==> config.mk <==
export PLATFORM = sky130hd
export DESIGN_NAME = cache_axi_rd_arbiter
export DESIGN_NICKNAME = d
export VERILOG_FILES = /design/src/rtl/cache_axi_rd_arbiter.sv
export SDC_FILE = /design/constraint.sdc
export NUM_CORES = 1
export LEC_CHECK = 0
export ABC_CLOCK_PERIOD_IN_PS = 2300
export BUFFER_PORTS_ARGS = -buffer_cell sky130_fd_sc_hd__buf_2
export CAP_MARGIN = 15
export CORE_ASPECT_RATIO = 0.8
export CORE_MARGIN = 3
export CORE_UTILIZATION = 43
export CTS_BUF_LIST = sky130_fd_sc_hd__clkbuf_4 sky130_fd_sc_hd__clkbuf_8
export CTS_CLUSTER_DIAMETER = 40
export CTS_CLUSTER_SIZE = 16
export DETAILED_ROUTE_END_ITERATION = 12
export PLACE_DENSITY = 0.9
export SYNTH_ARGS = -nofsm -noshare
export SYNTH_HDL_FRONTEND = slang
export SYNTH_SLANG_ARGS = --single-unit
==> constraint.sdc <==
create_clock -name clk -period 2.3 [get_ports clk]
set_input_delay 0.345 -clock clk [delete_from_list [all_inputs] [get_ports clk]]
set_output_delay 0.345 -clock clk [all_outputs]
set_load 0.01 [all_outputs]
==> src/rtl/cache_axi_rd_arbiter.sv <==
// Shares one AXI4 read port between ICache (port 0) and DCache (port 1); grant held until r_last, bursts never interleave.
// Latency: AR registered, 1 cycle after a request is seen in IDLE; R path combinational, 0 cycles, unbuffered.
// Backpressure: m_ar_ready stalls in ADDR, rsp_ready of the grantee drives m_r_ready. CACHE_AXI_RD_ARB_RR_EN selects round-robin ties, else DCache wins.
module cache_axi_rd_arbiter #(
    parameter int ADDR_WIDTH = 32,
    parameter int DATA_WIDTH = 32,
    parameter int ID_WIDTH   = 4
) (
    input  logic                       clk,
    input  logic                       rst,
    input  logic [1:0]                 req_valid,
    output logic [1:0]                 req_ready,
    input  logic [1:0][ADDR_WIDTH-1:0] req_addr,
    input  logic [1:0][7:0]            req_len,
    input  logic [1:0][2:0]            req_size,
    output logic [1:0]                 rsp_valid,
    input  logic [1:0]                 rsp_ready,
    output logic [DATA_WIDTH-1:0]      rsp_data,
    output logic                       rsp_last,
    output logic [1:0]                 rsp_resp,
    output logic                       m_ar_valid,
    input  logic                       m_ar_ready,
    output logic [ADDR_WIDTH-1:0]      m_ar_addr,
    output logic [7:0]                 m_ar_len,
    output logic [2:0]                 m_ar_size,
    output logic [1:0]                 m_ar_burst,
    output logic [ID_WIDTH-1:0]        m_ar_id,
    input  logic                       m_r_valid,
    output logic                       m_r_ready,
    input  logic [DATA_WIDTH-1:0]      m_r_data,
    input  logic                       m_r_last,
    input  logic [1:0]                 m_r_resp,
    input  logic [ID_WIDTH-1:0]        m_r_id
);

    typedef enum logic [1:0] {
        S_IDLE,
        S_ADDR,
        S_DATA
    } state_e;

    state_e                state_q, state_d;
    logic                  grant_q, grant_d;
    logic [ADDR_WIDTH-1:0] ar_addr_q, ar_addr_d;
    logic [7:0]            ar_len_q, ar_len_d;
    logic [2:0]            ar_size_q, ar_size_d;
    logic                  winner;
    logic                  ar_hs;
    logic                  unused_r_id;

    // Routing follows the grant register; the returned id carries no meaning here.
    assign unused_r_id = ^m_r_id;

    assign ar_hs = (state_q == S_ADDR) && m_ar_ready;

`ifdef CACHE_AXI_RD_ARB_RR_EN
    logic rr_ptr_q, rr_ptr_d;

    assign winner   = (&req_valid) ? rr_ptr_q : req_valid[1];
    assign rr_ptr_d = ar_hs ? ~grant_q : rr_ptr_q;

    always_ff @(posedge clk) begin
        if (rst) begin
            rr_ptr_q <= 1'b0;
        end else begin
            rr_ptr_q <= rr_ptr_d;
        end
    end
`else
    assign winner = req_valid[1];
`endif

    assign m_ar_valid = (state_q == S_ADDR);
    assign m_ar_addr  = ar_addr_q;
    assign m_ar_len   = ar_len_q;
    assign m_ar_size  = ar_size_q;
    assign m_ar_burst = 2'b01;
    assign m_ar_id    = {{(ID_WIDTH-1){1'b0}}, grant_q};

    assign rsp_data = m_r_data;
    assign rsp_last = m_r_last;
    assign rsp_resp = m_r_resp;

    always_comb begin
        state_d   = state_q;
        grant_d   = grant_q;
        ar_addr_d = ar_addr_q;
        ar_len_d  = ar_len_q;
        ar_size_d = ar_size_q;
        req_ready = 2'b00;
        rsp_valid = 2'b00;
        m_r_ready = 1'b0;

        case (state_q)
            S_IDLE: begin
                if (|req_valid) begin
                    state_d   = S_ADDR;
                    grant_d   = winner;
                    ar_addr_d = req_addr[winner];
                    ar_len_d  = req_len[winner];
                    ar_size_d = req_size[winner];
                end
            end
            S_ADDR: begin
                req_ready[grant_q] = m_ar_ready;
                if (ar_hs) begin
                    state_d = S_DATA;
                end
            end
            S_DATA: begin
                rsp_valid[grant_q] = m_r_valid;
                m_r_ready          = rsp_ready[grant_q];
                if (m_r_valid && rsp_ready[grant_q] && m_r_last) begin
                    state_d = S_IDLE;
                end
            end
            default: begin
                state_d = S_IDLE;
            end
        endcase
    end

    always_ff @(posedge clk) begin
        if (rst) begin
            state_q   <= S_IDLE;
            grant_q   <= 1'b0;
            ar_addr_q <= '0;
            ar_len_q  <= '0;
            ar_size_q <= '0;
        end else begin
            state_q   <= state_d;
            grant_q   <= grant_d;
            ar_addr_q <= ar_addr_d;
            ar_len_q  <= ar_len_d;
            ar_size_q <= ar_size_d;
        end
    end

`ifndef SYNTHESIS
    // An R beat with no burst in flight means the interconnect lost track of an id.
    always_ff @(posedge clk) begin
        if (!rst && m_r_valid) begin
            assert (state_q == S_DATA);
        end
    end
`endif

endmodule
==> impl_metrics.yaml <==
clock_tree:
  htreeDepth: 2
  cts.path.max_buffers: 2
  root_buffer: "clkbuf_8"
  cts_setup_buffers: 0
  hold_buffers: 0
  clock_sinks: 46
  clk_latency_ns: 0.29
  cts_resized: 0
  clk_pin_slew_ns: 0.08
  numCtsBuffers: 5
  cts_tree: "done"
timing:
  layout_setup_ws_ns: 0.695
  min_period_ns: 1.61
  rsz0062_at_grt: "false"
  tns_ns: 0
  post-route-period-util_pct: 69.8
  slew_violations: 0
  timing.final.hold_violations: 0
  setup_violations: 0
  clock_skew_ns: 0.00470
  max_freq_mhz: 623
  timing.slew.headroom_pct: 51.6
  worst_pin_slew_ns: 0.725
critical_path:
  critPathRequiredTime_ns: 1.96
  regToRegEndpoint: "m_ar_addr[3]"
  ff2ff_setup_slack_ns: 0.91
  arrival_ns: 1.26
  timing.setup.critical_path_class: "reg2out"
  r2r_start: "state_q[1]"
  endpoint_kind: "output pin"
  worstRegToRegCells: 3
  setup.worst_path.start_class: "register"
  critPathMaxFanout: 4
layout:
  syn_to_final_growth_pct: 19.9
  drive_gt1_share_pct: 55.8
  final_cells: 442
  post-route-util_pct: 53.8
  final_cell_area_um2: 3210
  nNetsFinal: 492
global_route:
  grt_pass1_wl_mm: 10.2
  grtUsageTotal_pct: 17.4
  grt_overflow: 0
  grt_start_max_net_pins: 47
  antenna_found_initial: 1
  grt_pass1_vias: 2265
drt:
  drc: 0
  route.met3.wl_um: 678
  antenna_left: 0
  routed_wl_mm: 6.54
  top_layer: "met4"
  drt_iter0_markers: 75
  dr.pass1.iters: 4
  via_per_inst: 5.12
  vias: 2262
  route.met2.wl_mm: 3.13
  drt-met1-wl_mm: 2.62
  wire_per_inst_um: 14.8
floorplanning:
  fp.coreArea_um2: 5970
  initial_utilization_pct: 44.8
  dieArea_um2: 7220
  die_h_um: 76.6
  ioPinCount: 223
  die_w_um: 94.2
  row_count: 25
synth:
  synth_seq_cells: 46
  synthesis.area_um2: 2680
  yosysWarnings: 0
  yosysSeqAreaShare_pct: 34.4
  post_synth_num_cell_types: 20
  syn_area_per_cell_um2: 10.1
  synthCells: 265
pwr:
  p_leak_nw: 1.57
  peakVddDrop_v: 0.000275
  power_density_nw_per_um2: 656
flow_run:
  max_cap_viol_count: 0
place:
  dp_cells: 433
  dpl_cell_area_um2: 3120
  portBuffers: 145
  gp_congestion: 0.802
  pre_cts_slack_ns: 0.677
  hpwlAfterDp_mm: 4.67
hold_path:
  min_to: "state_q[0]"
  min-delay-start: "m_ar_ready"
  hp-class: "in2reg"
  whs_path_depth: 3
run_status:
  status: "completed"
[logic make-up after synthesis]
family                 synth area share, %
buffers and inverters                 17.1
and+or+nand+nor                       3.08
other                                0.280
DFF                                   34.4
muxes                                 16.4
AOI/OAI and AO/OA                     28.7
[layer usage]
| layer | up-vias | GRT usage [%] |
|---|---|---|
| met4 | 0 | 5.05 |
| li1 | 1097 | - |
| met2 | 122 | 31.2 |
| met1 | 1032 | 19.3 |
| met3 | 11 | 5.63 |
| met5 | - | 0 |
[per-stage QoR]
step	power (mW)	hold WS (ns)
finish	2.11	0.344
global route	2.24	0.335
CTS	2.15	0.328
detailed placement	1.62	0.512
global placement	1.60	0.506
floorplan	1.47	0.505
[final cells by class]
| type | instances | area (um^2) |
|---|---|---|
| clock buffers | 7 | 90.1 |
| fillers | 542 | 2760 |
| repair buffers | 150 | 776 |
| flip-flops and latches | 46 | 921 |
| multi-input cells | 156 | 1320 |
| well taps | 81 | 101 |
| diodes | 1 | 2.50 |
| clock inverters | 1 | 5.00 |
[cells in the mapped netlist (all sizes together)]
| master | n | share of area (%) |
|---|---|---|
| or2 | 1 | 0.23 |
| a211oi | 43 | 20 |
| and3 | 2 | 0.47 |
| nand2 | 5 | 0.70 |
| mux2i | 44 | 16 |
| nand2b | 1 | 0.23 |
| nor2 | 3 | 0.42 |
| conb | 2 | 0.28 |
| o21ai | 1 | 0.19 |
| buf | 54 | 15 |
| clkbuf | 12 | 1.7 |
| and2 | 1 | 0.33 |
| dfxtp | 46 | 34 |
| a21bo | 1 | 0.37 |
| nor2b | 3 | 0.70 |
| a21oi | 46 | 8.6 |
[power by group]
group / switching (mW) / internal, mW
registers: 0.0511 / 0.896
logic: 0.360 / 0.288
clock network: 0.258 / 0.255
total: 0.668 / 1.44
[flip-flops by register name (all words and copies together), names as in the netlist]
register,flops
m_ar_addr,32
state_q,2
m_ar_size,3
m_ar_len,8
grant_q,1
[critical path: stages (launching register included)]
cell and delay, ns:
dfxtp_1 0.39, nor2b_1 0.24, nand2_1 0.10, nor2_1 0.09, buf_2 0.14
[placed cells by master (no fill, tap or decap)]
| master | n |
|---|---|
| nor2b_1 | 3 |
| clkinv_2 | 1 |
| conb_1 | 5 |
| nand2b_1 | 1 |
| nor2_4 | 1 |
| diode_2 | 1 |
| and2_4 | 1 |
| a21oi_1 | 46 |
| or2_1 | 1 |
| nor2_1 | 2 |
| dfxtp_1 | 46 |
| buf_2 | 145 |
| buf_4 | 4 |
| and3_1 | 2 |
| o21ai_1 | 1 |
| buf_12 | 1 |
| a211oi_2 | 40 |
| nand2_1 | 5 |
| a21bo_2 | 1 |
| clkbuf_8 | 6 |
| a211oi_1 | 3 |
| mux2i_1 | 44 |
| clkbuf_4 | 1 |
[worst max-delay path by stage]
stage            startpoint            end  slack (ns)  cells past startpoint
3_3_place_gp   req_valid[1]   m_ar_addr[0]        0.74                      4
4_1_cts          state_q[0]   req_ready[0]        0.69                      4
5_1_grt          state_q[1]      m_r_ready        0.58                      3
6_report         state_q[0]   req_ready[0]        0.69                      4
3_5_place_dp   req_valid[1]   m_ar_addr[6]        0.68                      4
2_1_floorplan  req_valid[1]  m_ar_addr[10]        0.84                      7
Power figures use the tool's default switching activity.
